$ cat config.mk
export PLATFORM = sky130hd
export DESIGN_NAME = zclk_phase_flat
export DESIGN_NICKNAME = d
export VERILOG_FILES = /design/src/rtl/zclk_phase_if.sv /design/src/rtl/zclk_phase.sv /design/src/flat_wrapper.sv
export SDC_FILE = /design/constraint.sdc
export NUM_CORES = 1
export LEC_CHECK = 0
export CORE_UTILIZATION = 43
export CTS_BUF_LIST = sky130_fd_sc_hd__clkbuf_16
export CTS_CLUSTER_DIAMETER = 40
export DETAILED_ROUTE_END_ITERATION = 10
export GPL_ROUTABILITY_DRIVEN = 0
export PLACE_DENSITY = 0.75
export SYNTH_ARGS = -nofsm -noshare
export SYNTH_HDL_FRONTEND = slang
export SYNTH_SLANG_ARGS = --single-unit
$ cat constraint.sdc
create_clock -name clk -period 1.42 [get_ports clk]
set_input_delay 0.213 -clock clk [delete_from_list [all_inputs] [get_ports clk]]
set_output_delay 0.213 -clock clk [all_outputs]
set_load 0.03 [all_outputs]
$ cat src/rtl/zclk_phase_if.sv
// Strobe/clock-enable bundle between the clock generator, zclk_phase and the CPU side.
// master drives the strobe set and requests; slave (zclk_phase) returns the CPU edges and status.
interface zclk_phase_if;
    logic       f0;
    logic       f1;
    logic       h0;
    logic       h1;
    logic       c0;
    logic       c1;
    logic       c2;
    logic       c3;
    logic [1:0] turbo_req;
    logic       stall;
    logic       zpos;
    logic       zneg;
    logic [1:0] turbo_cur;
    logic       lock;
    logic       fault;
    logic [7:0] fault_cnt;

    modport master (
        output f0, f1, h0, h1, c0, c1, c2, c3, turbo_req, stall,
        input  zpos, zneg, turbo_cur, lock, fault, fault_cnt
    );

    modport slave (
        input  f0, f1, h0, h1, c0, c1, c2, c3, turbo_req, stall,
        output zpos, zneg, turbo_cur, lock, fault, fault_cnt
    );
endinterface

$ cat src/rtl/zclk_phase.sv
// Verifies the 28 MHz strobe rotation, acquires lock and issues Z80 zpos/zneg enables.
// Optional saturating fault counter built only when ZCLK_FAULT_CNT_EN is defined.
//
// state     | meaning
// ST_ACQ    | counting consecutive consistent cycles, no CPU edges
// ST_LOCKED | strobe set trusted, CPU edges issued, inconsistency faults
module zclk_phase #(
    parameter int ACQ_LEN = 8
) (
    input  logic         clk,
    input  logic         rst,
    zclk_phase_if.slave  bus
);
    localparam logic [0:0] ST_ACQ    = 1'b0;
    localparam logic [0:0] ST_LOCKED = 1'b1;
    localparam logic [3:0] ACQ_TC    = 4'(ACQ_LEN);

    logic [3:0] c;
    logic       hist_vld_q;
    logic [3:0] c_prev_q;
    logic       f0_prev_q, f1_prev_q, h0_prev_q;
    logic [0:0] state_q, state_d;
    logic [3:0] acq_cnt_q, acq_cnt_d;
    logic       q3_q, q3_d;
    logic       level_q, level_d;
    logic [1:0] turbo_q, turbo_d;
    logic       zpos_q, zneg_q, fault_q;

    logic onehot, rot_ok, f_ok, h_ok, consistent;
    logic good, bad, locked, run;
    logic pos_cand, neg_cand, issue_pos, issue_neg, do_switch;

    assign c = {bus.c3, bus.c2, bus.c1, bus.c0};

    assign onehot     = (c != 4'd0) && ((c & (c - 4'd1)) == 4'd0);
    assign rot_ok     = (c == {c_prev_q[2:0], c_prev_q[3]});
    assign f_ok       = (bus.f0 == ~f0_prev_q) && (bus.f1 == ~bus.f0);
    assign h_ok       = (bus.h1 == ~bus.h0) &&
                        (bus.h0 == (f1_prev_q ? ~h0_prev_q : h0_prev_q));
    assign consistent = onehot & rot_ok & f_ok & h_ok;

    // The first cycle after reset only primes history, so it is neither good nor bad.
    assign good   = hist_vld_q & consistent;
    assign bad    = hist_vld_q & ~consistent;
    assign locked = (state_q == ST_LOCKED);
    assign run    = locked & good;

    always_comb begin
        pos_cand = 1'b0;
        neg_cand = 1'b0;
        case (turbo_q)
            2'b00: begin
                pos_cand = bus.c0 & ~q3_q;
                neg_cand = bus.c0 & q3_q;
            end
            2'b01: begin
                pos_cand = bus.c0;
                neg_cand = bus.c2;
            end
            default: begin
                pos_cand = bus.c0 | bus.c2;
                neg_cand = bus.c1 | bus.c3;
            end
        endcase
    end

    assign issue_pos = run & pos_cand & ~level_q & ~bus.stall;
    assign issue_neg = run & neg_cand & level_q;
    assign do_switch = run & bus.c0 & ~q3_q & ~level_q;

    always_comb begin
        state_d   = state_q;
        acq_cnt_d = acq_cnt_q;
        q3_d      = q3_q;
        level_d   = level_q;
        turbo_d   = turbo_q;
        if (!locked) begin
            q3_d    = 1'b0;
            level_d = 1'b0;
            if (good) begin
                if (acq_cnt_q + 4'd1 == ACQ_TC) begin
                    state_d   = ST_LOCKED;
                    acq_cnt_d = 4'd0;
                end else begin
                    acq_cnt_d = acq_cnt_q + 4'd1;
                end
            end else if (bad) begin
                acq_cnt_d = 4'd0;
            end
        end else if (bad) begin
            state_d   = ST_ACQ;
            acq_cnt_d = 4'd0;
            q3_d      = 1'b0;
            level_d   = 1'b0;
        end else if (good) begin
            if (bus.c0)
                q3_d = ~q3_q;
            if (issue_pos)
                level_d = 1'b1;
            else if (issue_neg)
                level_d = 1'b0;
            if (do_switch)
                turbo_d = bus.turbo_req;
        end
    end

    always_ff @(posedge clk) begin
        if (rst) begin
            hist_vld_q <= 1'b0;
            c_prev_q   <= 4'd0;
            f0_prev_q  <= 1'b0;
            f1_prev_q  <= 1'b0;
            h0_prev_q  <= 1'b0;
            state_q    <= ST_ACQ;
            acq_cnt_q  <= 4'd0;
            q3_q       <= 1'b0;
            level_q    <= 1'b0;
            turbo_q    <= 2'b00;
            zpos_q     <= 1'b0;
            zneg_q     <= 1'b0;
            fault_q    <= 1'b0;
        end else begin
            hist_vld_q <= 1'b1;
            c_prev_q   <= c;
            f0_prev_q  <= bus.f0;
            f1_prev_q  <= bus.f1;
            h0_prev_q  <= bus.h0;
            state_q    <= state_d;
            acq_cnt_q  <= acq_cnt_d;
            q3_q       <= q3_d;
            level_q    <= level_d;
            turbo_q    <= turbo_d;
            zpos_q     <= issue_pos;
            zneg_q     <= issue_neg;
            fault_q    <= locked & bad;
        end
    end

    assign bus.zpos      = zpos_q;
    assign bus.zneg      = zneg_q;
    assign bus.turbo_cur = turbo_q;
    assign bus.lock      = locked;
    assign bus.fault     = fault_q;

`ifdef ZCLK_FAULT_CNT_EN
    // Counts alongside the fault pulse so fault_cnt and fault change on the same edge.
    logic [7:0] fault_cnt_q;
    always_ff @(posedge clk) begin
        if (rst)
            fault_cnt_q <= 8'd0;
        else if (locked && bad && fault_cnt_q != 8'hFF)
            fault_cnt_q <= fault_cnt_q + 8'd1;
    end
    assign bus.fault_cnt = fault_cnt_q;
`else
    assign bus.fault_cnt = 8'd0;
`endif
endmodule

$ cat src/flat_wrapper.sv
// flat-port wrapper written by rule: the top's interface ports become plain ports
module zclk_phase_flat 
#(
    parameter int ACQ_LEN = 8
)
  (clk, rst, bus_f0, bus_f1, bus_h0, bus_h1, bus_c0, bus_c1, bus_c2, bus_c3, bus_turbo_req, bus_stall, bus_zpos, bus_zneg, bus_turbo_cur, bus_lock, bus_fault, bus_fault_cnt);
  zclk_phase_if bus_i ();
  input  logic clk;
  input  logic rst;
  input wire logic [$bits(bus_i.f0)-1:0] bus_f0;
  input wire logic [$bits(bus_i.f1)-1:0] bus_f1;
  input wire logic [$bits(bus_i.h0)-1:0] bus_h0;
  input wire logic [$bits(bus_i.h1)-1:0] bus_h1;
  input wire logic [$bits(bus_i.c0)-1:0] bus_c0;
  input wire logic [$bits(bus_i.c1)-1:0] bus_c1;
  input wire logic [$bits(bus_i.c2)-1:0] bus_c2;
  input wire logic [$bits(bus_i.c3)-1:0] bus_c3;
  input wire logic [$bits(bus_i.turbo_req)-1:0] bus_turbo_req;
  input wire logic [$bits(bus_i.stall)-1:0] bus_stall;
  output wire logic [$bits(bus_i.zpos)-1:0] bus_zpos;
  output wire logic [$bits(bus_i.zneg)-1:0] bus_zneg;
  output wire logic [$bits(bus_i.turbo_cur)-1:0] bus_turbo_cur;
  output wire logic [$bits(bus_i.lock)-1:0] bus_lock;
  output wire logic [$bits(bus_i.fault)-1:0] bus_fault;
  output wire logic [$bits(bus_i.fault_cnt)-1:0] bus_fault_cnt;
  assign bus_i.f0 = bus_f0;
  assign bus_i.f1 = bus_f1;
  assign bus_i.h0 = bus_h0;
  assign bus_i.h1 = bus_h1;
  assign bus_i.c0 = bus_c0;
  assign bus_i.c1 = bus_c1;
  assign bus_i.c2 = bus_c2;
  assign bus_i.c3 = bus_c3;
  assign bus_i.turbo_req = bus_turbo_req;
  assign bus_i.stall = bus_stall;
  assign bus_zpos = bus_i.zpos;
  assign bus_zneg = bus_i.zneg;
  assign bus_turbo_cur = bus_i.turbo_cur;
  assign bus_lock = bus_i.lock;
  assign bus_fault = bus_i.fault;
  assign bus_fault_cnt = bus_i.fault_cnt;
  zclk_phase #(.ACQ_LEN(ACQ_LEN)) u_core (.clk(clk), .rst(rst), .bus(bus_i));
endmodule
== After elaboration in Yosys (flattened, before gate mapping) ==
Index checks and enable logic that the tools add are counted.
Widths: inputs -> output; s select.
Storage, ports and cells
  register bits after elaboration: 20
  bits of input ports: 13
  output and inout port bits: 14
  logic and storage cells: 77
Cells by class
  $add $sub $neg: 2
  equal/unequal tests: 7
  multiplexer cells: 14
  bitwise logic cells: 30
  reductions and logical operators: 11
Operator list (count)
  $and 1x1->1: 17
  $mux 4: 4
  $not 1->1: 10
  $mux 1: 8
  $add 4x1->4 const B: 1
  $and 4x4->4: 1
  $eq 1x1->1: 4
  $eq 4x4->1: 1
  $eq 4x4->1 const B: 1
  $logic_not 4->1: 1
  $pmux 1 s2: 2
  $reduce_and 2->1: 2
  $reduce_and 4->1: 1
  $reduce_bool 4->1: 1
  $sub 4x1->4 const B: 1
  $logic_and 1x1->1: 3
  $reduce_or 3->1: 1
  $eq 2x1->1 const B: 1
  $logic_not 2->1: 1
  $or 1x1->1: 2
  $reduce_bool 2->1: 1

== Longest topological paths before layout ==
  depth after elaboration: 14
  mapped depth: 6
  mapped depth without buffers: 5

== Least setup slack after synthesis ==
Ideal clock, no wire load.
  path kind: reg2reg
  start: reg u_core.c_prev_q[3]
  end: reg u_core.state_q, in the netlist u_core.bus.lock
  setup time: 0.086 ns
  arrival: 1.425 ns
  required time: 1.334 ns
  path slack: -0.092 ns
  stages on the path, launching flop included: 6
  buffers on the path: 0
  clock period less this slack: 1.512 ns
  cell sequence: dfxtp_1 or3b_1 a211oi_2 o21a_4 nand2_4 a221oi_2
Between the ends
  longest elaborated chain between the ends: 8
  elaborated cells between the ends (all ways): 10
  those cells by class: eq/ne: 1; mux: 3; bitwise: 6
Ends and longest elaborated chain
  from (decl): RTL line zclk_phase.sv:20  | logic [3:0] c_prev_q;
  from (signal assigned): RTL line zclk_phase.sv:110  | c_prev_q <= 4'd0;
  from (signal assigned): RTL line zclk_phase.sv:124  | c_prev_q <= c;
  $eq 4x4->1 *: RTL line zclk_phase.sv:36  | assign rot_ok = (c == {c_prev_q[2:0], c_prev_q[3]});
  $and 1x1->1 * (3 in a row): RTL line zclk_phase.sv:40  | assign consistent = onehot & rot_ok & f_ok & h_ok;
  $not 1->1: RTL line zclk_phase.sv:44  | assign bad = hist_vld_q & ~consistent;
  $and 1x1->1: RTL line zclk_phase.sv:44
  $mux 1: RTL line zclk_phase.sv:90  | end else if (bad) begin
  $mux 1 *: RTL line zclk_phase.sv:77  | if (!locked) begin
  to (signal assigned): RTL line zclk_phase.sv:128  | state_q <= state_d;
  to (decl): RTL line zclk_phase.sv:22  | logic [0:0] state_q, state_d;
Mark *: on every way between the ends. The rest lies on a longest branch, timed or not.
A chain may end at the register's enable or synchronous reset.

== Worst setup path after layout ==
Same ends and word-level chain as after synthesis.

==> results.ini <==
[status]
status = complete, but fails checks
violations = design-rule violations, negative setup slack

[min_path]
min_to = u_core.c_prev_q[1]$_SDFF_PP0_
worstHoldPathType = input pin to flip-flop
hold-path-cell-count = 2
hold_start = bus_c1

[power_and_ir_drop]
seqPwrFrac_pct = 43.7
internal_power_mw = 1.02
power_leakage_nw = 0.613
p_per_area_nw_per_um2 = 892
vdd.ir_drop.worst_uv = 763
switchingPower_mw = 0.306
switching_share_pct = 23.0
combPwrFrac_pct = 12.5
clockPowerShare_pct = 43.8

[detailed_routing]
avgRoutedWirePerCell_um = 13.5
drc = 1
drt-initial-drc-count = 24
dr.pass1.iters = 7
vias_per_cell = 5.35
final_antenna_net_count = 0
vias = 1027
wl_mm = 2.59

[setup_path]
reg2reg_slack_ns = -0.18
worstSetupStartpointType = flip-flop
worstReg2RegEnd = u_core.bus.lock$_SDFF_PP0_
cp_max_fo = 6
required_ns = 1.59
path_class = flip-flop to flip-flop
reg2reg_from = u_core.c_prev_q[3]$_SDFF_PP0_
cp_data_arrival_time_ns = 1.77
r2r_cells = 5
crit_path_end_kind = flip-flop

[clock_tree]
cts.reportedPaths.clkPinSlew_ns = 0.06
cts_htree_levels = 1
cts_root_buf = clkbuf_16
ctsHoldBuffers = 0
insertion_delay_ns = 0.25
clkSinkCount = 20
cts_tree = done
cts_buffers = 3
clock_path_buffers = 2

[layout]
fin_util_pct = 60.7
drive_gt1_share_pct = 22.2
diodes = 0
finalNetCount = 177
syn2layout_area_growth_pct = 34.9
mostFrequentLayoutCells = dfxtp_1, nand2_1, buf_4, clkdlybuf4s50_1
stdcell_area_um2 = 1490
mostFrequentLayoutCell = dfxtp_1

[yosys]
netlist_area_um2 = 1100
synth_cell_type_count = 45
synth_seq_cells = 20
syn_avg_cell_area_um2 = 8.56
synth_edf_count = 0
ys.flop_type = dfxtp_1
ys_seq_area_share_pct = 36.2
synth-async-reset-ratio_pct = 0
ys_warn_count = 0
syn_inst = 129

[global_routing]
grt_usage_pct = 21.2
grtUsageMet1_pct = 24.4
globalRouteMet2Util_pct = 37.3
use_met3_pct = 2.90
grt_pass1_vias = 963
grt_pass1_wl_mm = 4.26
grt_busiest_layer = met2
antenna_found_initial = 0
grt_max_degree = 12
grt-ovfl-total = 0

[sta]
fin_skew_ns = 0.00315
post-route-period-util_pct = 113
setup_viol = 12
hold_viol_final = 0
layout_setup_ws_ns = -0.181
min_period_ns = 1.60
fmax_mhz = 625
drv_slew = 0
rsz0062_at_grt = true

[floorplan]
pin_count = 27
fp.coreArea_um2 = 2450
initial_core_util_pct = 45.0
dieArea_um2 = 2780
rows = 18
die_h_um = 52.7
fp.dieW_um = 52.7

[job]
maxCapViolCount = 0

[place]
dp_hpwl_mm = 1.88
dpl_cell_area_um2 = 1380
io_buffers = 18

-- flip-flops by register name, summed over array words and instances, names as in the netlist --
register and count:
u_core.bus.fault 1, u_core.f1_prev_q 1, u_core.q3_q 1, u_core.bus.lock 1
u_core.h0_prev_q 1, u_core.bus.turbo_cur 2, u_core.c_prev_q 4, u_core.f0_prev_q 1
u_core.acq_cnt_q 4, u_core.level_q 1, u_core.hist_vld_q 1, u_core.bus.zpos 1
u_core.bus.zneg 1
-- Yosys cell counts, drive strengths merged (2+ instances only) --
cell / n / area (um2)
a211oi: 2 / 20.0
a21boi: 3 / 22.5
a21oi: 6 / 30.0
buf: 9 / 65.1
clkbuf: 2 / 7.51
dfxtp: 20 / 400
inv: 4 / 15.0
mux2i: 3 / 30.0
nand2: 17 / 71.3
nand2b: 6 / 37.5
nand3: 3 / 20.0
nand3b: 3 / 22.5
nand4: 2 / 12.5
nor2: 6 / 22.5
nor2b: 7 / 43.8
nor3: 4 / 20.0
nor4: 2 / 18.8
o2111ai: 2 / 17.5
o211ai: 4 / 30.0
o21a: 2 / 22.5
o21ai: 6 / 30.0
-- worst max path at each step --
| stage | start | endpoint | slack [ns] | cells past startpoint |
|---|---|---|---|---|
| floorplan | u_core.c_prev_q[3]$_SDFF_PP0_ | u_core.bus.lock$_SDFF_PP0_ | -0.04 | 5 |
| global placement | bus_c0 | u_core.acq_cnt_q[1]$_SDFF_PP0_ | -0.44 | 6 |
| detailed placement | bus_c0 | u_core.bus.lock$_SDFF_PP0_ | -0.45 | 6 |
| CTS | u_core.c_prev_q[3]$_SDFF_PP0_ | u_core.bus.lock$_SDFF_PP0_ | -0.19 | 5 |
| global route | u_core.c_prev_q[3]$_SDFF_PP0_ | u_core.bus.lock$_SDFF_PP0_ | -0.24 | 5 |
| finish | u_core.c_prev_q[3]$_SDFF_PP0_ | u_core.bus.lock$_SDFF_PP0_ | -0.18 | 5 |
-- cell type report --
cell class                 count  area [um2]
fill                         209         965
multi-input combinational    101         669
sequential                    20         404
timing repair buffer          33         285
clock buffer                   3        75.1
tap                           30        37.5
inverter                       4        15.0
clock inverter                 1        3.75
-- timing repair --
action	CTS	global route
endpoints found under the setup margin	18	12
gates cloned	0	0
setup buffers	1	1
gates resized for setup	14	4
pin swaps	8	1
-- metal layers --
layer / share of wire [%] / vias up / wire length, um
met5: 0 / - / 0
met4: 2.6 / 0 / 66
met3: 3.7 / 7 / 97
met2: 49 / 28 / 1280
met1: 44 / 480 / 1150
li1: - / 512 / -
-- per-stage QoR --
| stage | std cells | power [mW] | TNS, ns | hold WS, ns | setup WS (ns) |
|---|---|---|---|---|---|
| finish | 192 | 1.33 | -1.48 | 0.322 | -0.181 |
| global route | 192 | 1.37 | -2.41 | 0.351 | -0.240 |
| CTS | 191 | 1.33 | -1.44 | 0.472 | -0.186 |
| detailed placement | 186 | 0.749 | -4.96 | 0.489 | -0.452 |
| global placement | 186 | 0.745 | -4.61 | 0.474 | -0.436 |
| floorplan | 136 | 0.691 | -0.0856 | 0.285 | -0.0369 |
-- worst max-delay path, stage by stage (launching register included) --
cell	delay [ns]
dfxtp_2	0.31
or3b_1	0.38
a211oi_2	0.28
o21a_4	0.22
nand2_4	0.09
a221oi_2	0.23
-- power by group through the flow --
stage	Sequential (mW)	Combinational (mW)	Clock (mW)
2_1_floorplan	0.590	0.102	0
3_3_place_gp	0.592	0.153	0
3_5_place_dp	0.593	0.156	0
4_1_cts	0.581	0.162	0.589
5_1_grt	0.582	0.180	0.611
6_report	0.581	0.166	0.582
-- cells by family after synthesis --
family / share of synthesized area (%)
simple gates: 31.5
xor+xnor: 0.793
mux: 2.72
flops: 36.2
compound gates: 19.4
buf+inv: 7.93
other cells: 0.339
fa+ha+maj: 1.13
(Power assumes the default switching activity.)
